<file path="src/rtl/addsub_rr_scheduler.sv">
// Round-robin scheduler that shares one add/subtract unit between two
// requesters and returns registered results with a one-cycle strobe.
module addsub_rr_scheduler #(
   parameter int W = 8
) (
   input  logic         clk,
   input  logic         rst_n,
   input  logic         req0_valid,
   output logic         req0_ready,
   input  logic         req0_op,
   input  logic [W-1:0] req0_a,
   input  logic [W-1:0] req0_b,
   input  logic         req1_valid,
   output logic         req1_ready,
   input  logic         req1_op,
   input  logic [W-1:0] req1_a,
   input  logic [W-1:0] req1_b,
   output logic         au_op_mode,
   output logic [W-1:0] au_data_a,
   output logic [W-1:0] au_data_b,
   input  logic [W-1:0] au_data_s,
   output logic         rsp0_valid,
   output logic         rsp1_valid,
   output logic [W-1:0] rsp_data,
   output logic         rsp_ovf
);

   typedef enum logic [1:0] {
      IDLE = 2'd0,
      EXEC = 2'd1,
      RESP = 2'd2
   } state_t;

   state_t state;
   state_t state_nxt;

   logic rr_ptr;
   logic owner;
   logic grant;
   logic take;
   logic ovf;
   logic sa;
   logic sb;
   logic ss;

   // A lone requester wins outright; rr_ptr only breaks ties.
   always_comb begin
      grant = rr_ptr;
      if (req0_valid && !req1_valid) begin
         grant = 1'b0;
      end else if (req1_valid && !req0_valid) begin
         grant = 1'b1;
      end
   end

   assign take = req0_ready | req1_ready;

   always_ff @(posedge clk or negedge rst_n) begin
      if (!rst_n) begin
         state <= IDLE;
      end else begin
         state <= state_nxt;
      end
   end

   always_comb begin
      state_nxt = state;
      unique case (state)
         IDLE: begin
            if (take) begin
               state_nxt = EXEC;
            end
         end
         EXEC:    state_nxt = RESP;
         RESP:    state_nxt = IDLE;
         default: state_nxt = IDLE;
      endcase
   end

   always_comb begin
      req0_ready = 1'b0;
      req1_ready = 1'b0;
      rsp0_valid = 1'b0;
      rsp1_valid = 1'b0;
      if (rst_n && state == IDLE) begin
         req0_ready = !grant && req0_valid;
         req1_ready = grant && req1_valid;
      end
      if (state == RESP) begin
         rsp0_valid = !owner;
         rsp1_valid = owner;
      end
   end

   // Signed overflow from the operand and result sign bits.
   always_comb begin
      sa  = au_data_a[W-1];
      sb  = au_data_b[W-1];
      ss  = au_data_s[W-1];
      ovf = 1'b0;
      if (au_op_mode) begin
         ovf = (sa != sb) && (ss != sa);
      end else begin
         ovf = (sa == sb) && (ss != sa);
      end
   end

   always_ff @(posedge clk or negedge rst_n) begin
      if (!rst_n) begin
         au_op_mode <= 1'b0;
         au_data_a  <= '0;
         au_data_b  <= '0;
         owner      <= 1'b0;
         rr_ptr     <= 1'b0;
         rsp_data   <= '0;
         rsp_ovf    <= 1'b0;
      end else begin
         if (take) begin
            owner      <= grant;
            au_op_mode <= grant ? req1_op : req0_op;
            au_data_a  <= grant ? req1_a : req0_a;
            au_data_b  <= grant ? req1_b : req0_b;
         end
         if (state == EXEC) begin
            rsp_data <= au_data_s;
            rsp_ovf  <= ovf;
         end
         if (state == RESP) begin
            rr_ptr <= ~owner;
         end
      end
   end

endmodule

</file>
<file path="config.mk">
export PLATFORM = sky130hd
export DESIGN_NAME = addsub_rr_scheduler
export DESIGN_NICKNAME = d
export VERILOG_FILES = /design/src/rtl/addsub_rr_scheduler.sv
export SDC_FILE = /design/constraint.sdc
export NUM_CORES = 1
export LEC_CHECK = 0
export BUFFER_PORTS_ARGS = -buffer_cell sky130_fd_sc_hd__buf_2
export CORE_MARGIN = 4
export CORE_UTILIZATION = 43
export CTS_BUF_LIST = sky130_fd_sc_hd__clkbuf_16
export CTS_CLUSTER_SIZE = 10
export DETAILED_ROUTE_END_ITERATION = 8
export PLACE_DENSITY = 0.86
export SYNTH_ARGS = -nofsm -noshare
export SYNTH_HDL_FRONTEND = slang
export SYNTH_SLANG_ARGS = --single-unit
</file>
<file path="constraint.sdc">
create_clock -name clk -period 1.7 [get_ports clk]
set_input_delay 0.085 -clock clk [delete_from_list [all_inputs] [get_ports clk]]
set_output_delay 0.085 -clock clk [all_outputs]
set_load 0.01 [all_outputs]
</file>
# After elaboration in Yosys (flattened, before gate mapping)
# Index checks and enable logic that the tools add are counted.
# totals
elab_cells,40
out_inout_bits,30
in_bits,46
register_bits,30
# classes
n_reduce_logical,12
n_eq_ne,6
mux,12
bitwise_logic,2
# op_table
cell,n
$mux W8,2
$mux W1,8
$logic_and A1 B1 Y1,7
$logic_not A1 Y1,4
$pmux W2 S2,1
$eq A2 B1 Y1 const B,1
$eq A2 B2 Y1 const B,1
$logic_not A2 Y1,1
$mux W2,1
$ne A1 B1 Y1,2
$ne A2 B2 Y1 const B,1
$eq A1 B1 Y1,1
$not A1 Y1,1
$or A1 B1 Y1,1

# Longest topological paths before layout
# Gate-level depths: netlist of the first run.
# logic_depth
word_depth,10
depth_mapped,6
depth_no_buf,4

# Worst setup path after synthesis of the first run
# No wires, ideal clock.
# synth_path
kind,reg2reg
startpoint,register rr_ptr
endpoint,register au_data_a[7]
required_ns,1.570
slack_ns,0.423
path_buffers,2
arrival_time_ns,1.148
stages_incl_launch_ff,7
setup_time_ns,0.130
synth_period_minus_slack_ns,1.277
cell_sequence,dfrtp_1 -> nand2b_1 -> a21o_1 -> buf_4 -> buf_6 -> nand2_1 -> a31oi_1
# synth_between
elab_chain_cells,6
word_cells_on_any_way,9
classes_between,mux (5); bitwise (1); reduce/logical (3)
# synth_rtl
item,line_no,text
from (decl),37,logic rr_ptr;
from (signal assigned),129,rr_ptr <= ~owner;
$mux W1 (*),51,end else if (req1_valid && !req0_valid) begin
$mux W1 (*),49,if (req0_valid && !req1_valid) begin
$logic_not A1 Y1,86,req0_ready = !grant && req0_valid;
$logic_and A1 B1 Y1,86,
$mux W1,85,if (rst_n && state == IDLE) begin
$or A1 B1 Y1,56,assign take = req0_ready | req1_ready;
to (signal assigned),121,au_data_a <= grant ? req1_a : req0_a;
to (decl),19,"output logic [W-1:0] au_data_a,"
# Every way passes the cells marked *; elsewhere a longest branch is shown, timed or not.
# A chain may end at the register's enable or synchronous reset.

# Worst setup path in the final report of the first run
# layout_path
startpoint,register state[0]
endpoint,output req0_ready
# layout_between
elab_chain_cells,3
# layout_rtl
item,line_no,text
from (decl),34,state_t state;
from (signal assigned),62,state <= state_nxt;
$logic_not A2 Y1,85,
$logic_and A1 B1 Y1,85,
$mux W1,85,
to (decl),9,"output logic req0_ready,"
# No other way between the ends.

==> run summary, run 1 <==
- Startpoint Class: register
- reg-to-reg critical path endpoint: au_data_a[3]
- run status: finished, final reports clean
- remaining design rule violation count: 0
- CTS tree: yes
- Placed Cells incl. Taps: 251
- RSZ-0062 raised after global routing: no
- final clock skew: 3.84 ps
- Setup crit end: req0_ready
- XOR/XNOR share of the synthesized area: 0.00643
- ranking of synthesized cells by instance count: sky130_fd_sc_hd__nand2_1, sky130_fd_sc_hd__dfrtp_1, sky130_fd_sc_hd__nor2_1, sky130_fd_sc_hd__a31oi_1, sky130_fd_sc_hd__mux2_2
- count of vias placed by the detailed router: 1240
- fraction of final layout cells sized beyond drive strength 1: 0.435
- number of enable flip-flop cells after synthesis: 0
- total of hold buffers inserted after clock tree synthesis: 1
- antenna cell count: 0
- placeable core area: 3050 um^2
- count of final max-slew check failures: 0
- Pre-antenna DRT Iters: 4
- Top FF cell, synth: sky130_fd_sc_hd__dfrtp_1
- die width: 64.3 um
- portion of the post-synthesis area used by sequential elements: 0.551
- number of antenna violations at the first check in global routing: 0
- wire length per cell: 12.2 um
- largest family of logic cells by synthesized area: simple AND/OR/NAND/NOR gates
- number of global-route vias before repair: 1209
- Adder-Cell Fraction of Synth Area: 0
- Port Buffer Count: 75
- total detailed-routing wirelength: 3160 um
- number of I/O pins: 76
- clock transition time at the flip-flop clock pins of the worst setup and hold paths: 50 ps
- post-synth net total: 183
- Area contributors post-synth: sky130_fd_sc_hd__dfrtp_1, sky130_fd_sc_hd__nand2_1, sky130_fd_sc_hd__a31oi_1
- Fin. Hold Viols: 0
- type of destination of the critical path: primary output
- most area-hungry cell type in the Yosys netlist: sky130_fd_sc_hd__dfrtp_1
- power per unit of standard cell area: 1420 nW/um^2
- total setup violations reported at the end of the flow: 0
- Row Count: 20
- grt ovf: 0
- number of nets in the layout: 261
- Gate Count Post-Synth: 137
- cell at the root of the clock tree: sky130_fd_sc_hd__clkbuf_16
- global-route wire length before repair: 5240 um
- r2r startpoint: rr_ptr
- actual slew at the worst max-slew pin: 526 ps
- Slew headroom: 0.649
- CTS H-tree depth: 2
- number of cells in the finished layout apart from fillers: 260
- overall die area: 4130 um^2
- routability congestion estimate from global placement: 0.784
- Via density: 4.77
- post-route clock period utilization: 0.850
- launch point of the critical path: state[0]
- cts bufs inserted: 5
- library cells used by synthesis: 21
- leakage power total: 0.954 nW
- Total GRT Usage: 0.165
- Seq cells post-synth: 30
- Tmin final: 1440 ps
- R2R setup slack: 270 ps
- area fraction of the dominant cell type after synthesis: 0.551
- area fraction in compound gates after synthesis: 0.121
- clock network latency to the later pin of the worst-skew pair: 270 ps
- Fmax: 0.692 GHz
- number of DRC violations after detailed-routing iteration 0: 16
- critical-path maximum fanout: 4
- clock net sink count: 30
- starting density of the core: 0.446
- max-capacitance violation count: 0
- largest net degree at the start of global routing: 31
- worst endpoint data arrival time: 1360 ps
- multiplexer share of the synthesized area: 0.0661
- area of the mapped netlist: 1360 um^2
- largest voltage drop on the vdd net: 0.840 mV
- relative area change from synthesis to final layout: 38.8%
- floorplan die height: 64.3 um
- most frequent cell after synthesis: sky130_fd_sc_hd__nand2_1
- min-delay worst type: in2reg
- depth of the worst register-to-register path: 4
- number of nets with antenna violations after routing: 0
- PostCTS Resize Cnt: 0
- share of synthesized flip-flops with an asynchronous set or reset: 1.00
- clk buf depth: 2
- setup_tns: 0 ps
- Worst Setup Path Type: reg2out
- Final HPWL DP: 2410 um
- worst endpoint required time: 1620 ps
- number of buffers added for setup after CTS: 0
- YS warnings: 0
- post-synthesis simple-gate area fraction: 0.198
- syn avg cell area: 9.95 um^2
-- area by class of cell --
class | count | area, um^2
fill | 277 | 1160
sequential | 30 | 751
multi-input combinational | 97 | 534
timing repair buffer | 79 | 408
clock buffer | 5 | 125
tap | 44 | 55.1
clock inverter | 3 | 11.3
inverter | 2 | 7.51
-- layout by cell type (no fill, tap or decap), types with 2 or more instances in the layout --
cell type / n
sky130_fd_sc_hd__clkinv_1: 3
sky130_fd_sc_hd__buf_2: 75
sky130_fd_sc_hd__nor2_1: 18
sky130_fd_sc_hd__and3_1: 2
sky130_fd_sc_hd__a21oi_1: 3
sky130_fd_sc_hd__nand2b_1: 2
sky130_fd_sc_hd__nand2_1: 36
sky130_fd_sc_hd__nor3b_1: 2
sky130_fd_sc_hd__clkbuf_16: 5
sky130_fd_sc_hd__dfrtp_1: 30
sky130_fd_sc_hd__a31oi_1: 17
sky130_fd_sc_hd__a21o_1: 2
sky130_fd_sc_hd__buf_4: 3
sky130_fd_sc_hd__mux2_2: 8
sky130_fd_sc_hd__inv_1: 2
-- per-stage QoR --
stage                     power, W  setup slack, ps  area (um^2)  hold slack, ps  utilization
final                      0.00269              255         1890            54.8        0.620
after global routing       0.00287              102         1890            54.4        0.620
after CTS                  0.00272              242         1890            49.2        0.620
after detailed placement   0.00191              273         1750             123        0.572
after global placement     0.00189              319         1750             120        0.572
after floorplan            0.00159              423         1360            -211            -
-- routing by layer --
metal / up-vias / global-route usage / part of all wire
li1: 617 / - / -
met1: 571 / 0.173 / 0.40
met2: 46 / 0.303 / 0.51
met3: 6 / 0.0387 / 0.069
met4: 0 / 0.0871 / 0.020
met5: - / 0 / 0
-- state kept, by name, indices dropped and copies added, names as in the netlist --
name	flops
au_data_a	8
au_data_b	8
au_op_mode	1
owner	1
rr_ptr	1
rsp_data	8
rsp_ovf	1
state	2
-- report_power, final --
| group | internal (W) | switching (W) | total, W |
|---|---|---|---|
| clock network | 0.000523 | 0.000271 | 0.000794 |
| logic | 0.000384 | 0.000448 | 0.000832 |
| registers | 0.000935 | 0.000126 | 0.00106 |
-- critical path, stage by stage, from the launching register on --
cell and delay (ps):
sky130_fd_sc_hd__dfrtp_1 410, sky130_fd_sc_hd__nor3b_2 300, sky130_fd_sc_hd__nand2_1 120, sky130_fd_sc_hd__a21oi_1 120, sky130_fd_sc_hd__buf_2 140
-- worst min path at each step --
stage / from / slack (ps) / end / cells after the start
after global placement: rst_n / 120 / owner / 2
final: au_data_s[2] / 50 / rsp_data[2] / 2
after floorplan: rst_n / -210 / au_data_a[0] / 0
after CTS: au_data_s[2] / 50 / rsp_data[2] / 2
after detailed placement: rst_n / 120 / rsp_data[0] / 2
after global routing: au_data_s[2] / 50 / rsp_data[2] / 2
-- logic make-up (layout without fill, tap and decap cells) --
group | Yosys count | after routing
simple gates | 63 | 63
flops | 30 | 30
compound gates | 25 | 25
buf+inv | 10 | 89
mux | 8 | 8
xor+xnor | 1 | 1
Note: power is estimated with default switching activity, not from simulation.
==> run 2: changes to the inputs <==
--- a/config.mk
+++ b/config.mk
@@ -7,11 +7,11 @@
 export LEC_CHECK = 0
 export BUFFER_PORTS_ARGS = -buffer_cell sky130_fd_sc_hd__buf_2
 export CORE_MARGIN = 4
-export CORE_UTILIZATION = 43
+export CORE_UTILIZATION = 39
 export CTS_BUF_LIST = sky130_fd_sc_hd__clkbuf_16
 export CTS_CLUSTER_SIZE = 10
 export DETAILED_ROUTE_END_ITERATION = 8
-export PLACE_DENSITY = 0.86
+export PLACE_DENSITY = 0.83
 export SYNTH_ARGS = -nofsm -noshare
 export SYNTH_HDL_FRONTEND = slang
 export SYNTH_SLANG_ARGS = --single-unit
==> constraint.sdc (replaced) <==
create_clock -name clk -period 1.3 [get_ports clk]
set_input_delay 0.065 -clock clk [delete_from_list [all_inputs] [get_ports clk]]
set_output_delay 0.065 -clock clk [all_outputs]
set_load 0.01 [all_outputs]
==> run summary, run 2 (synthesized netlist as in run 1, its figures left out) <==
- worst endpoint required time: 1240 ps, was 1620 ps
- die width: 67.1 um, was 64.3 um
- Row Count: 21, was 20
- largest voltage drop on the vdd net: 1.09 mV, was 0.840 mV
- number of I/O pins: 76, unchanged
- actual slew at the worst max-slew pin: 366 ps, was 526 ps
- Setup crit end: req0_ready, unchanged
- count of final max-slew check failures: 0, unchanged
- grt ovf: 0, unchanged
- total setup violations reported at the end of the flow: 9, was 0
- violations in the final reports: negative setup slack
- Worst Setup Path Type: reg2out, unchanged
- number of nets with antenna violations after routing: 0, unchanged
- min-delay worst type: in2reg, unchanged
- number of DRC violations after detailed-routing iteration 0: 29, was 16
- R2R setup slack: -40 ps, was 270 ps
- largest net degree at the start of global routing: 36, was 31
- clk buf depth: 2, unchanged
- Startpoint Class: register, unchanged
- r2r startpoint: state[0], was rr_ptr
- final clock skew: 3.28 ps, was 3.84 ps
- CTS tree: yes, unchanged
- clock transition time at the flip-flop clock pins of the worst setup and hold paths: 50 ps, about the same
- RSZ-0062 raised after global routing: yes, was no
- depth of the worst register-to-register path: 5, was 4
- count of vias placed by the detailed router: 1268, was 1240
- wire length on met1: 1300 um, was 1260 um
- Pre-antenna DRT Iters: 2, was 4
- cts bufs inserted: 5, unchanged
- highest layer used for signal routing: met4, unchanged
- commonest cells after routing, fill and taps aside: sky130_fd_sc_hd__buf_2, sky130_fd_sc_hd__nand2_1, sky130_fd_sc_hd__dfrtp_1, sky130_fd_sc_hd__nor2_1, sky130_fd_sc_hd__a31oi_1, unchanged
- Slew headroom: 0.756, was 0.649
- routability congestion estimate from global placement: 0.662, was 0.784
- power per unit of standard cell area: 1890 nW/um^2, was 1420 nW/um^2
- most frequent standard cell in the layout excluding fill and tap cells: sky130_fd_sc_hd__buf_2, unchanged
- leakage power total: 1.05 nW, was 0.954 nW
- number of global-route vias before repair: 1221, was 1209
- wire length per cell: 12.7 um, was 12.2 um
- Tmin final: 1350 ps
- relative area change from synthesis to final layout: 53.3%, was 38.8%
- number of antenna violations at the first check in global routing: 0, unchanged
- Total GRT Usage: 0.156, was 0.165
- Final HPWL DP: 2390 um, was 2410 um
- global-route wire length before repair: 5150 um, was 5240 um
- Fin. Hold Viols: 0, unchanged
- floorplan die height: 67.1 um, was 64.3 um
- Post-Route Utilization: 0.621, was 0.620
- overall die area: 4500 um^2, was 4130 um^2
- run status: finished, violations left, was finished, final reports clean
- remaining design rule violation count: 0, unchanged
- reg-to-reg critical path endpoint: au_data_b[2], was au_data_a[3]
- Regs by FF count: au_data_a x8, au_data_b x8, rsp_data x8, unchanged
- max-capacitance violation count: 0, unchanged
- cell at the root of the clock tree: sky130_fd_sc_hd__clkbuf_16, unchanged
- number of nets in the layout: 272, was 261
- total detailed-routing wirelength: 3470 um, was 3160 um
- Placed Cells incl. Taps: 259, was 251
- length of routed met2 wiring: 1910 um, was 1620 um
- hold wc startpoint: au_data_s[0], was au_data_s[2]
- clock network latency to the later pin of the worst-skew pair: 270 ps, about the same
- fraction of final layout cells sized beyond drive strength 1: 0.502, was 0.435
- placeable core area: 3360 um^2, was 3050 um^2
- Port Buffer Count: 75, unchanged
- number of cells in the finished layout apart from fillers: 273, was 260
- starting density of the core: 0.405, was 0.446
- Via density: 4.64, was 4.77
- worst endpoint data arrival time: 1280 ps, was 1360 ps
- CTS H-tree depth: 2, unchanged
- Fmax: 0.742 GHz
- type of destination of the critical path: primary output, unchanged
- clock net sink count: 30, unchanged
- launch point of the critical path: state[0], unchanged
- antenna cell count: 0, unchanged
- critical-path maximum fanout: 3, was 4
- post-route clock period utilization: 1.04
- PnR worst setup slack: -47.6 ps, was 255 ps
- met3 wire len: 216 um, was 218 um
-- run 2: cell types whose count changed in the layout (fill, tap and decap cells not counted), sizes merged --
cell | previous run | this run
clkinv | 3 | 2
clkbuf | 5 | 6
buf | 78 | 88
bufinv | 0 | 1
-- run 2: worst min-delay path by stage --
stage                               to  slack [ps]  cells after the start
after floorplan           au_data_a[0]        -230                      0
after global placement     rsp_data[0]         110                      2
after detailed placement   rsp_data[0]         100                      2
after CTS                  rsp_data[0]          30                      2
after global routing       rsp_data[1]          30                      2
final                      rsp_data[0]          30                      2
-- run 2: critical path, stage by stage, from the launching register on --
cell and delay [ps]:
sky130_fd_sc_hd__dfrtp_1 380, sky130_fd_sc_hd__nor3b_2 250, sky130_fd_sc_hd__nand2_1 140, sky130_fd_sc_hd__a21oi_2 110
sky130_fd_sc_hd__buf_2 130
-- run 2: layer usage --
metal / up-vias / GRT usage
met1: 588 / 0.154
met3: 4 / 0.0472
li1: 634 / -
met4: 0 / 0.0709
met2: 42 / 0.294
met5: - / 0
-- run 2: area by class of cell --
| class | count | area, um^2 |
|---|---|---|
| sequential | 30 | 751 |
| fill | 329 | 1270 |
| multi-input combinational | 97 | 558 |
| clock buffer | 5 | 125 |
| tap | 46 | 57.6 |
| inverter | 2 | 7.51 |
| timing repair buffer | 90 | 549 |
| clock inverter | 3 | 40.0 |
-- run 2: repair_timing --
action / 4_1_cts / 5_1_grt
pin swaps: 3 / 1
gates resized for setup: 3 / 4
setup buffers: 3 / 1
setup endpoints to repair: 19 / 21
hold buffers: 1 / 0
hold endpoints to repair: 30 / 0
cloned: 0 / 1
-- run 2: metrics by stage --
stage	setup WS (ps)	power, W	instance area, um^2	TNS [ps]	hold WS, ps
after floorplan	22.5	0.00208	1360	0	-231
after global placement	25.2	0.00258	1830	0	107
after detailed placement	-72.4	0.00263	1830	-562	99.8
after CTS	-53.4	0.00396	2040	-264	25.8
after global routing	-123	0.00420	2090	-1400	29.8
final	-47.6	0.00394	2090	-179	30.0
-- run 2: power by group --
| part | switching (W) | total (W) | leakage, nW | internal [W] |
|---|---|---|---|---|
| combinational | 0.000637 | 0.00129 | 0.626 | 0.000651 |
| sequential | 0.000172 | 0.00139 | 0.343 | 0.00122 |
| clock | 0.000366 | 0.00126 | 0.0836 | 0.000892 |
| total | 0.00117 | 0.00394 | 1.05 | 0.00277 |
